[config.mk]
export PLATFORM = sky130hd
export DESIGN_NAME = axi_addr_translator_flat
export DESIGN_NICKNAME = d
export VERILOG_FILES = /design/src/rtl/axi_addr_translator_pkg.sv /design/src/rtl/axi_addr_translator_if.sv /design/src/rtl/axi_seg_lookup.sv /design/src/rtl/axi_addr_translator.sv /design/src/flat_wrapper.sv
export SDC_FILE = /design/constraint.sdc
export NUM_CORES = 2
export LEC_CHECK = 0
export ABC_AREA = 1
export CAP_MARGIN = 10
export CORE_MARGIN = 2
export CORE_UTILIZATION = 55
export CTS_CLUSTER_SIZE = 12
export DETAILED_ROUTE_END_ITERATION = 16
export HOLD_SLACK_MARGIN = 0.15
export PLACE_DENSITY = 0.75
export SLEW_MARGIN = 5
export SYNTH_ARGS = -nofsm -noshare
export SYNTH_HDL_FRONTEND = slang
export SYNTH_SLANG_ARGS = --single-unit
export TNS_END_PERCENT = 30
[constraint.sdc]
create_clock -name rx_clk -period 6.35 [get_ports rx_clk]
set_clock_uncertainty 0.1 [all_clocks]
set_input_delay 1.27 -clock rx_clk [delete_from_list [all_inputs] [get_ports rx_clk]]
set_output_delay 1.27 -clock rx_clk [all_outputs]
set_load 0.1 [all_outputs]
[src/rtl/axi_addr_translator_pkg.sv]
// Shared AXI address-channel field widths, request layout and FSM encoding for the MMU translator.
package axi_addr_translator_pkg;

  localparam int ID_W    = 4;
  localparam int ADDR_W  = 32;
  localparam int LEN_W   = 8;
  localparam int SIZE_W  = 3;
  localparam int BURST_W = 2;
  localparam int PROT_W  = 3;
  localparam int CACHE_W = 4;
  localparam int USER_W  = 2;
  localparam int CNT_W   = 16;

  // Field order matches the RX buffer word, MSB first.
  typedef struct packed {
    logic [ID_W-1:0]    id;
    logic [ADDR_W-1:0]  addr;
    logic [LEN_W-1:0]   len;
    logic [SIZE_W-1:0]  size;
    logic [BURST_W-1:0] burst;
    logic [PROT_W-1:0]  prot;
    logic [CACHE_W-1:0] cache;
    logic [USER_W-1:0]  user;
    logic               lock;
  } req_t;

  typedef enum logic [1:0] {
    ST_IDLE   = 2'd0,
    ST_LOOKUP = 2'd1,
    ST_SEND   = 2'd2,
    ST_FAULT  = 2'd3
  } state_t;

  // Total burst span in bytes; 33 bits holds the worst case with margin.
  function automatic logic [32:0] burst_bytes(input logic [LEN_W-1:0] len,
                                              input logic [SIZE_W-1:0] size);
    return ({25'd0, len} + 33'd1) << size;
  endfunction

endpackage

[src/rtl/axi_addr_translator_if.sv]
// Address-channel bundle: RX buffer head/pop on one side, translated request valid/ready on the other.
interface axi_addr_translator_if;
  import axi_addr_translator_pkg::*;

  logic               in_avail;
  logic [ID_W-1:0]    in_id;
  logic [ADDR_W-1:0]  in_addr;
  logic [LEN_W-1:0]   in_len;
  logic [SIZE_W-1:0]  in_size;
  logic [BURST_W-1:0] in_burst;
  logic [PROT_W-1:0]  in_prot;
  logic [CACHE_W-1:0] in_cache;
  logic [USER_W-1:0]  in_user;
  logic               in_lock;
  logic               o_buf_rd;

  logic               m_valid;
  logic               m_ready;
  logic [ID_W-1:0]    m_id;
  logic [ADDR_W-1:0]  m_addr;
  logic [LEN_W-1:0]   m_len;
  logic [SIZE_W-1:0]  m_size;
  logic [BURST_W-1:0] m_burst;
  logic [PROT_W-1:0]  m_prot;
  logic [CACHE_W-1:0] m_cache;
  logic [USER_W-1:0]  m_user;
  logic               m_lock;

  // Translator side: consumes the buffer head, drives the memory request.
  modport master (
    input  in_avail, in_id, in_addr, in_len, in_size, in_burst, in_prot, in_cache, in_user, in_lock,
    output o_buf_rd,
    output m_valid, m_id, m_addr, m_len, m_size, m_burst, m_prot, m_cache, m_user, m_lock,
    input  m_ready
  );

  // Environment side: RX buffer plus memory-side acceptor.
  modport slave (
    output in_avail, in_id, in_addr, in_len, in_size, in_burst, in_prot, in_cache, in_user, in_lock,
    input  o_buf_rd,
    input  m_valid, m_id, m_addr, m_len, m_size, m_burst, m_prot, m_cache, m_user, m_lock,
    output m_ready
  );

endinterface

[src/rtl/axi_seg_lookup.sv]
// Combinational segment comparator: finds the lowest-index entry fully containing the burst and rebases it.
module axi_seg_lookup
  import axi_addr_translator_pkg::*;
#(
  parameter int NUM_SEG = 4,
  parameter int IDX_W   = 2
) (
  input  logic [ADDR_W-1:0]               addr,
  input  logic [LEN_W-1:0]                len,
  input  logic [SIZE_W-1:0]               size,
  input  logic [NUM_SEG-1:0][ADDR_W-1:0]  va_base,
  input  logic [NUM_SEG-1:0][ADDR_W-1:0]  limit,
  input  logic [NUM_SEG-1:0][ADDR_W-1:0]  pa_base,
  output logic                            hit,
  output logic [IDX_W-1:0]                idx,
  output logic [ADDR_W-1:0]               xlat_addr
);

  logic [32:0] bytes;
  logic [32:0] off;
  logic [33:0] span;

  assign bytes = burst_bytes(len, size);

  // Scan high to low so the lowest matching index is the last one written.
  always_comb begin
    hit       = 1'b0;
    idx       = '0;
    xlat_addr = '0;
    off       = '0;
    span      = '0;
    for (int i = NUM_SEG - 1; i >= 0; i--) begin
      off  = {1'b0, addr} - {1'b0, va_base[i]};
      span = {2'b00, off[31:0]} + {1'b0, bytes};
      if ((limit[i] != '0) && !off[32] && (span <= {2'b00, limit[i]})) begin
        hit       = 1'b1;
        idx       = IDX_W'(i);
        xlat_addr = pa_base[i] + off[31:0];
      end
    end
  end

endmodule

[src/rtl/axi_addr_translator.sv]
// Pops one buffered AR/AW request at a time, checks it against the segment table, then forwards or faults.
// Pop to m_valid is 2 cycles; m_* hold until m_ready, and no new pop is issued while a request is pending.
module axi_addr_translator
  import axi_addr_translator_pkg::*;
#(
  parameter int NUM_SEG = 4,
  parameter int IDX_W   = (NUM_SEG > 1) ? $clog2(NUM_SEG) : 1
) (
  input  logic                  rx_clk,
  input  logic                  reset,
  axi_addr_translator_if.master bus,
  input  logic                  cfg_we,
  input  logic [IDX_W-1:0]      cfg_idx,
  input  logic [ADDR_W-1:0]     cfg_va_base,
  input  logic [ADDR_W-1:0]     cfg_limit,
  input  logic [ADDR_W-1:0]     cfg_pa_base,
  output logic                  fault,
  output logic [ID_W-1:0]       fault_id,
  output logic [ADDR_W-1:0]     fault_addr,
  output logic [CNT_W-1:0]      fault_cnt
);

  state_t state, nxt;
  req_t   req, in_req, m_req;
  logic   pop, load_m, load_fault;

  logic [NUM_SEG-1:0][ADDR_W-1:0] tbl_va, tbl_lim, tbl_pa;

  logic              hit;
  logic [IDX_W-1:0]  hit_idx_unused;
  logic [ADDR_W-1:0] xlat_addr;

  assign in_req = '{id: bus.in_id, addr: bus.in_addr, len: bus.in_len, size: bus.in_size,
                    burst: bus.in_burst, prot: bus.in_prot, cache: bus.in_cache,
                    user: bus.in_user, lock: bus.in_lock};

  axi_seg_lookup #(.NUM_SEG(NUM_SEG), .IDX_W(IDX_W)) u_lookup (
    .addr      (req.addr),
    .len       (req.len),
    .size      (req.size),
    .va_base   (tbl_va),
    .limit     (tbl_lim),
    .pa_base   (tbl_pa),
    .hit       (hit),
    .idx       (hit_idx_unused),
    .xlat_addr (xlat_addr)
  );

  // Registered table: a same-cycle write during LOOKUP is seen only by later lookups.
  always_ff @(posedge rx_clk) begin
    if (reset) begin
      tbl_va  <= '0;
      tbl_lim <= '0;
      tbl_pa  <= '0;
    end else begin
      for (int i = 0; i < NUM_SEG; i++) begin
        if (cfg_we && (cfg_idx == IDX_W'(i))) begin
          tbl_va[i]  <= cfg_va_base;
          tbl_lim[i] <= cfg_limit;
          tbl_pa[i]  <= cfg_pa_base;
        end
      end
    end
  end

  always_ff @(posedge rx_clk) begin
    if (reset) state <= ST_IDLE;
    else       state <= nxt;
  end

  always_comb begin
    nxt        = state;
    pop        = 1'b0;
    load_m     = 1'b0;
    load_fault = 1'b0;
    case (state)
      ST_IDLE: begin
        if (bus.in_avail) begin
          pop = 1'b1;
          nxt = ST_LOOKUP;
        end
      end
      ST_LOOKUP: begin
        if (hit) begin
          load_m = 1'b1;
          nxt    = ST_SEND;
        end else begin
          load_fault = 1'b1;
          nxt        = ST_FAULT;
        end
      end
      ST_SEND:  if (bus.m_ready) nxt = ST_IDLE;
      ST_FAULT: nxt = ST_IDLE;
      default:  nxt = ST_IDLE;
    endcase
  end

  // The upstream buffer is reset alongside us, so never pop during reset.
  assign bus.o_buf_rd = pop & ~reset;
  assign bus.m_valid  = (state == ST_SEND);
  assign fault        = (state == ST_FAULT);

  always_ff @(posedge rx_clk) begin
    if (reset) begin
      req        <= '0;
      m_req      <= '0;
      fault_id   <= '0;
      fault_addr <= '0;
      fault_cnt  <= '0;
    end else begin
      if (pop) req <= in_req;
      if (load_m) begin
        m_req      <= req;
        m_req.addr <= xlat_addr;
      end
      // Fault record lands on entry to FAULT so it is valid alongside the pulse.
      if (load_fault) begin
        fault_id   <= req.id;
        fault_addr <= req.addr;
        if (fault_cnt != {CNT_W{1'b1}}) fault_cnt <= fault_cnt + CNT_W'(1);
      end
    end
  end

  assign bus.m_id    = m_req.id;
  assign bus.m_addr  = m_req.addr;
  assign bus.m_len   = m_req.len;
  assign bus.m_size  = m_req.size;
  assign bus.m_burst = m_req.burst;
  assign bus.m_prot  = m_req.prot;
  assign bus.m_cache = m_req.cache;
  assign bus.m_user  = m_req.user;
  assign bus.m_lock  = m_req.lock;

endmodule

[src/flat_wrapper.sv]
// flat-port wrapper written by rule: the top's interface ports become plain ports
module axi_addr_translator_flat import axi_addr_translator_pkg::*;
#(
  parameter int NUM_SEG = 4,
  parameter int IDX_W   = (NUM_SEG > 1) ? $clog2(NUM_SEG) : 1
)
  (rx_clk, reset, cfg_we, cfg_idx, cfg_va_base, cfg_limit, cfg_pa_base, fault, fault_id, fault_addr, fault_cnt, bus_in_avail, bus_in_id, bus_in_addr, bus_in_len, bus_in_size, bus_in_burst, bus_in_prot, bus_in_cache, bus_in_user, bus_in_lock, bus_o_buf_rd, bus_m_valid, bus_m_id, bus_m_addr, bus_m_len, bus_m_size, bus_m_burst, bus_m_prot, bus_m_cache, bus_m_user, bus_m_lock, bus_m_ready);
  axi_addr_translator_if bus_i ();
  input  logic rx_clk;
  input  logic reset;
  input  logic cfg_we;
  input  logic [IDX_W-1:0] cfg_idx;
  input  logic [ADDR_W-1:0] cfg_va_base;
  input  logic [ADDR_W-1:0] cfg_limit;
  input  logic [ADDR_W-1:0] cfg_pa_base;
  output logic fault;
  output logic [ID_W-1:0] fault_id;
  output logic [ADDR_W-1:0] fault_addr;
  output logic [CNT_W-1:0] fault_cnt;
  input wire logic [$bits(bus_i.in_avail)-1:0] bus_in_avail;
  input wire logic [$bits(bus_i.in_id)-1:0] bus_in_id;
  input wire logic [$bits(bus_i.in_addr)-1:0] bus_in_addr;
  input wire logic [$bits(bus_i.in_len)-1:0] bus_in_len;
  input wire logic [$bits(bus_i.in_size)-1:0] bus_in_size;
  input wire logic [$bits(bus_i.in_burst)-1:0] bus_in_burst;
  input wire logic [$bits(bus_i.in_prot)-1:0] bus_in_prot;
  input wire logic [$bits(bus_i.in_cache)-1:0] bus_in_cache;
  input wire logic [$bits(bus_i.in_user)-1:0] bus_in_user;
  input wire logic [$bits(bus_i.in_lock)-1:0] bus_in_lock;
  output wire logic [$bits(bus_i.o_buf_rd)-1:0] bus_o_buf_rd;
  output wire logic [$bits(bus_i.m_valid)-1:0] bus_m_valid;
  output wire logic [$bits(bus_i.m_id)-1:0] bus_m_id;
  output wire logic [$bits(bus_i.m_addr)-1:0] bus_m_addr;
  output wire logic [$bits(bus_i.m_len)-1:0] bus_m_len;
  output wire logic [$bits(bus_i.m_size)-1:0] bus_m_size;
  output wire logic [$bits(bus_i.m_burst)-1:0] bus_m_burst;
  output wire logic [$bits(bus_i.m_prot)-1:0] bus_m_prot;
  output wire logic [$bits(bus_i.m_cache)-1:0] bus_m_cache;
  output wire logic [$bits(bus_i.m_user)-1:0] bus_m_user;
  output wire logic [$bits(bus_i.m_lock)-1:0] bus_m_lock;
  input wire logic [$bits(bus_i.m_ready)-1:0] bus_m_ready;
  assign bus_i.in_avail = bus_in_avail;
  assign bus_i.in_id = bus_in_id;
  assign bus_i.in_addr = bus_in_addr;
  assign bus_i.in_len = bus_in_len;
  assign bus_i.in_size = bus_in_size;
  assign bus_i.in_burst = bus_in_burst;
  assign bus_i.in_prot = bus_in_prot;
  assign bus_i.in_cache = bus_in_cache;
  assign bus_i.in_user = bus_in_user;
  assign bus_i.in_lock = bus_in_lock;
  assign bus_o_buf_rd = bus_i.o_buf_rd;
  assign bus_m_valid = bus_i.m_valid;
  assign bus_m_id = bus_i.m_id;
  assign bus_m_addr = bus_i.m_addr;
  assign bus_m_len = bus_i.m_len;
  assign bus_m_size = bus_i.m_size;
  assign bus_m_burst = bus_i.m_burst;
  assign bus_m_prot = bus_i.m_prot;
  assign bus_m_cache = bus_i.m_cache;
  assign bus_m_user = bus_i.m_user;
  assign bus_m_lock = bus_i.m_lock;
  assign bus_i.m_ready = bus_m_ready;
  axi_addr_translator #(.NUM_SEG(NUM_SEG), .IDX_W(IDX_W)) u_core (.rx_clk(rx_clk), .reset(reset), .bus(bus_i), .cfg_we(cfg_we), .cfg_idx(cfg_idx), .cfg_va_base(cfg_va_base), .cfg_limit(cfg_limit), .cfg_pa_base(cfg_pa_base), .fault(fault), .fault_id(fault_id), .fault_addr(fault_addr), .fault_cnt(fault_cnt));
endmodule
Yosys cells after proc, flatten, opt, wreduce, memory -nomap -nowiden
Cells that the tools add are included.

Input port bits: 162. Output and inout bits: 114. Register bits after elaboration: 556.

Equality and inequality tests: 9. Reductions and logical operators: 24. Add/sub/neg operators: 14. $lt $le $gt $ge: 4. Shift operators: 1. Mux-type cells: 18. Bitwise gates (word level): 2.

Operator list (number): $add 32x33->34 (4); $le 34x32->1 (4); $sub 32x32->33 (4); $add 32x32->32 (4); $mux 32 (4); $reduce_bool 32->1 (4); $shl 33x3->33 (1); $add 16x1->16 const B (1); $ne 16x16->1 const B (1); $logic_and 1x1->1 (12); $mux 1 (11); $add 8x1->9 const B (1); $eq 2x2->1 const B (4); $pmux 2 s4 (1); $eq 2x1->1 const B (2); $logic_not 1->1 (4); $logic_not 2->1 (2); $mux 2 (2); $reduce_and 2->1 (2); $ne 2x1->1 const B (1); $ne 2x2->1 const B (1); $and 1x1->1 (1); $not 1->1 (1).

Longest topological paths before layout
Depth in word-level cells: 12. Gate-level depth with buffers: 48.

Hierarchy
Synthesis repeated with hierarchy kept, for this count alone.

Cells, all modules: 7209. Area total of the unflattened synthesis: 45387.3 µm².

By module, submodules not included: axi_seg_lookup (instances 1, area an instance 25764.7 µm², cells an instance 4701); axi_addr_translator (instances 1, area an instance 19622.6 µm², cells an instance 2508).

Worst setup path after synthesis
Ideal clock, no wire load.

Path type: reg2reg. Start: register u_core.req[15] (netlist bit). End: register u_core.m_req, in the netlist u_core.bus.m_id[0]. Arrival time: 5.695 ns. Required time: 6.185 ns. Stages on the path, launching flop included: 46. Setup slack: 0.490 ns. Clock period less this slack: 5.860 ns. Setup time: 0.065 ns. Cells stage by stage: dfxtp_1 -> ha_1 -> nand2_1 -> nor2_1 -> nand3_1 -> xor2_1 -> nand2_1 -> o21ai_0 -> o21ai_0 -> nand2_1 -> o21ai_0 -> ha_1 -> nand2_1 -> nor3_1 -> nand2_1 -> nand2_1 -> a21boi_0 -> o21ai_0 -> (+10 left out) -> nand2_1 -> inv_1 -> nand3_1 -> inv_1 -> a211oi_1 -> nand3_1 -> nand2_1 -> nand2_1 -> nand2_1 -> nand2_1 -> nor2_4 -> nor2_4 -> nand3_4 -> nand2_1 -> inv_2 -> clkbuf_1 -> nor2_1 -> nor2_1.

Longest elaborated chain between the ends: 11. Elaborated cells between the ends (all ways): 20. Those cells by class: add/sub: 5; order compare: 4; shift: 1; mux: 6; reduce/logical: 4.

RTL lines: start: declaration (line axi_addr_translator.sv:24) `req_t req, in_req, m_req;`; start signal: assignment (line axi_addr_translator.sv:111) `if (pop) req <= in_req;`; $add 8x1->9 (*) (line axi_addr_translator_pkg.sv:37) `return ({25'd0, len} + 33'd1) << size;`; $shl 33x3->33 (*) (line axi_addr_translator_pkg.sv:37); $add 32x33->34 (line axi_seg_lookup.sv:34) `span = {2'b00, off[31:0]} + {1'b0, bytes};`; $le 34x32->1 (line axi_seg_lookup.sv:35) `if ((limit[i] != '0) && !off[32] && (span <= {2'b00, limit[i]})) begin`; $logic_and 1x1->1 (line axi_seg_lookup.sv:35); $mux 1 (3 in a row) (line axi_seg_lookup.sv:35); $mux 1 (*) (line axi_seg_lookup.sv:35); $mux 1 (*) (line axi_addr_translator.sv:84) `if (hit) begin`; $mux 1 (*) (line axi_addr_translator.sv:76) `case (state)`; end signal: assignment (line axi_addr_translator.sv:113) `m_req <= req;`; end: declaration (line axi_addr_translator.sv:24).

Every way passes the cells marked *; elsewhere a longest branch is shown, timed or not. A chain may end at the register's enable or synchronous reset.

Final worst setup path
Start: register u_core.req[24] (netlist name). End: register u_core.fault_id[0].

Longest elaborated chain between the ends: 10. Elaborated cells between the ends (all ways): 30. Those cells by class: add/sub: 8; order compare: 4; mux: 6; reduce/logical: 12.

RTL lines: $sub 32x32->33 (line axi_seg_lookup.sv:33) `off = {1'b0, addr} - {1'b0, va_base[i]};`; $add 32x33->34 / $logic_not 1->1 (equally long branches) (line axi_seg_lookup.sv:34, axi_seg_lookup.sv:35); $le 34x32->1 / $logic_and 1x1->1 (equally long branches) (line axi_seg_lookup.sv:35); $logic_and 1x1->1 (line axi_seg_lookup.sv:35); $mux 1 (3 in a row) (line axi_seg_lookup.sv:35); $mux 1 (*) (line axi_seg_lookup.sv:35); $mux 1 (*) (line axi_addr_translator.sv:84); $mux 1 (*) (line axi_addr_translator.sv:76); end signal: assignment (line axi_addr_translator.sv:118) `fault_id <= req.id;`; end: declaration (line axi_addr_translator.sv:18) `output logic [ID_W-1:0] fault_id,`.

Marked as above.

==> impl_metrics.env <==
export IMPL_clk_latency_ns=0.65
export IMPL_ys_warn_count=0
export IMPL_num_io_pins=276
export IMPL_grt_ovfl_total=0
export IMPL_drtAntennaViolNets=0
export IMPL_gp_congestion=1.12
export IMPL_min_period_over_period_pct=97.0
export IMPL_ys_ff_latch=556
export IMPL_die_w_um=290
export IMPL_crit_arrival_ns=6.60
export IMPL_fp_dieH_um=290
export IMPL_p_leak_nw=26.9
export IMPL_syn_area_mm2=0.0449
export IMPL_vdd_drop_max_mv=0.390
export IMPL_cts_sinks=556
export IMPL_drt_iter0_markers=5264
export IMPL_clockRootBuffer="clkbuf_16"
export IMPL_viasPerCell=5.76
export IMPL_drt_pass1_iter_count=8
export IMPL_slowest_stage="dfxtp_1"
export IMPL_cts_max_path_buffers=3
export IMPL_place_detailed_hpwl_mm=154
export IMPL_dpl_cell_area_mm2=0.0513
export IMPL_worstHoldStart="u_core.tbl_pa[100]"
export IMPL_total_power_mw=27.4
export IMPL_antenna_found_initial=4
export IMPL_floorplan_initialDensity_pct=55.7
export IMPL_post_route_drc_count=0
export IMPL_critical_path_most_common_cell="nand2_1"
export IMPL_first_global_vias=46300
export IMPL_critPathLaunch="u_core.req[24]"
export IMPL_finalMaxSlewViolations=0
export IMPL_numPortBuffers=275
export IMPL_drive_gt1_share_pct=10.4
export IMPL_synth_area_per_cell_um2=6.29
export IMPL_design_area_mm2=0.0549
export IMPL_rsz0062_at_grt="yes"
export IMPL_dieArea_mm2=0.0840
export IMPL_seq_area_frac_synth_pct=24.8
export IMPL_cellPowerDensity_mw_per_mm2=500
export IMPL_cts_inserted_buffers=68
export IMPL_period_minus_slack_ns=6.16
export IMPL_h_tree_depth=3
export IMPL_path_buf_inv=7
export IMPL_grt_max_degree=176
export IMPL_cts_tree="built"
export IMPL_critPathTopFamily="simple AND/OR/NAND/NOR gates"
export IMPL_core_mm2=0.0807
export IMPL_wl_per_cell_um=21.9
export IMPL_hold_viol=0
export IMPL_outcome="completed"
export IMPL_fmax_ghz=0.162
export IMPL_cts_clk_slew_worst_paths_ns=0.06
export IMPL_cp_max_fo=17
export IMPL_cp_required_ns=6.79
export IMPL_grt_pass1_wl_mm=279
export IMPL_routed_wl_mm=193
export IMPL_syn_nets=7763
export IMPL_timing_hold_ws_ns=0.355
export IMPL_start_kind="register"
export IMPL_setup_viol=0
export IMPL_synth_cell_types=55
export IMPL_nets=8308
export IMPL_maxSlewHeadroom_pct=26.9
export IMPL_rows=104
export IMPL_end_kind="register"
export IMPL_vias=50700
export IMPL_hold_class="reg -> reg"
export IMPL_track_usage_pct=43.7
export IMPL_path_class="reg -> reg"
export IMPL_maxCapViolCount=0
export IMPL_critPathMaxStageDelay_ns=0.37
export IMPL_worst_slew_pin_slew_ns=1.10
export IMPL_synthCells=7143
export IMPL_cts_hold_buffers=0
export IMPL_layout_cells_non_filler=8799
export IMPL_syn_to_final_growth_pct=22.1
export IMPL_r2r_start="u_core.req[24]"
export IMPL_dp_cells=8661
-- cells by family after synthesis --
| family | after synthesis | share of synthesized area (%) |
|---|---|---|
| compound gates | 1494 | 17.4 |
| xor+xnor | 292 | 5.74 |
| fa+ha+maj | 458 | 13.0 |
| buf+inv | 1267 | 10.9 |
| flops | 556 | 24.8 |
| mux | 7 | 0.156 |
| simple gates | 3069 | 28.1 |
-- layout make-up --
cell class | count | area (um^2)
multi-input cells | 5320 | 29900
clock inverters | 22 | 353
clock buffers | 98 | 2000
repair buffers | 677 | 6130
fillers | 7285 | 25800
inverters | 1065 | 4030
well taps | 1060 | 1330
flip-flops and latches | 556 | 11100
diodes | 1 | 2.50
-- worst reg2reg max path: cells and delay by family, from the launching register on --
family	cells	cell delay [ns]
AND/OR/NAND/NOR	26	2.50
buffers and inverters	7	1.05
AO/OA/AOI/OAI	4	0.92
adder cells (fa/ha/maj)	3	0.85
flip-flops	1	0.37
XOR/XNOR	2	0.28
-- repair_timing --
item	CTS	global route
gates cloned	0	2
buffers inserted	0	15
endpoints found under the setup margin	112	112
pin swaps	0	53
resized for setup	24	232
-- layer usage --
layer | vias to the layer above | GRT usage (%) | routed length, um
li1 | 24100 | - | -
met1 | 23200 | 55.0 | 74600
met2 | 2671 | 67.5 | 80500
met3 | 687 | 6.63 | 18700
met4 | 2 | 33.4 | 18700
met5 | - | 0 | 16
-- state kept, by name (all words and copies together) (netlist names), 8 cells and up --
name,cells
u_core.tbl_lim,128
u_core.tbl_pa,128
u_core.tbl_va,128
u_core.req,59
u_core.bus.m_addr,32
u_core.fault_addr,32
u_core.fault_cnt,16
u_core.bus.m_len,8
-- final timing paths --
path / to / slack (ns) / cells after the start
setup / recovery: u_core.fault_id[0] / 0.19 / 42
hold / removal: u_core.tbl_pa[100] / 0.35 / 2
setup reg to reg: u_core.fault_id[0] / 0.19 / 42
hold reg to reg: u_core.tbl_pa[100] / 0.35 / 2
-- stage by stage --
step                      setup TNS (ns)  worst slack, ns  util, %
after floorplan                        0            0.490        -
after global placement            -0.225           -0.221     63.6
after detailed placement          -14.97           -0.434     63.6
after CTS                              0          0.00322     66.6
after global routing               -3.88           -0.106     68.0
final                                  0            0.189     68.0
-- cell usage after synthesis (all sizes together) --
cell,count,area [um^2]
a21o,20,150
clkbuf,165,619
dfxtp,556,11100
or2,14,87.6
xor2,201,1780
ha,446,5580
nand3b,18,135
nand3,271,1380
o31a,1,8.76
and2,11,68.8
nor2,952,3660
a221o,1,10.0
nor4,31,200
o31ai,3,22.5
xnor2,91,797
o21bai,27,203
a21boi,15,113
a21oi,664,3330
o2111ai,3,26.3
nand4,82,543
a211oi,7,52.6
nor3b,2,15.0
a22oi,1,7.51
fa,12,240
a221oi,3,26.3
nand2,1612,6140
nor3,70,350
o221ai,4,35.0
clkinv,1,3.75
o211ai,8,60.1
o21a,15,113
and3,5,31.3
inv,1064,4000
or4,1,7.51
buf,37,290
a31oi,32,200
o21ai,690,3450
mux2i,7,70.1
-- layout by cell type, fill, tap and decap left out, drive strengths merged, types with 4 or more instances in the layout --
master         instances
nand2               1612
inv                 1064
nor2                 952
o21ai                690
a21oi                664
dfxtp                556
ha                   446
buf                  401
clkdlybuf4s50        274
nand3                271
xor2                 201
clkbuf               100
xnor2                 91
nand4                 82
nor3                  70
a31oi                 32
nor4                  31
o21bai                27
a21o                  20
nand3b                18
o21a                  15
a21boi                15
or2                   14
clkinv                13
fa                    12
and2                  11
o211ai                 8
bufinv                 8
mux2i                  7
a211oi                 7
and3                   5
o221ai                 4
-- power by group --
part           switching [mW]  internal, mW  leakage [nW]  total [mW]
Clock                    1.70          2.51          1.15        4.21
Sequential              0.348          3.90          4.56        4.24
Combinational            12.5          6.44          21.2        19.0
Total                    14.6          12.8          26.9        27.4
(Power assumes the default switching activity.)
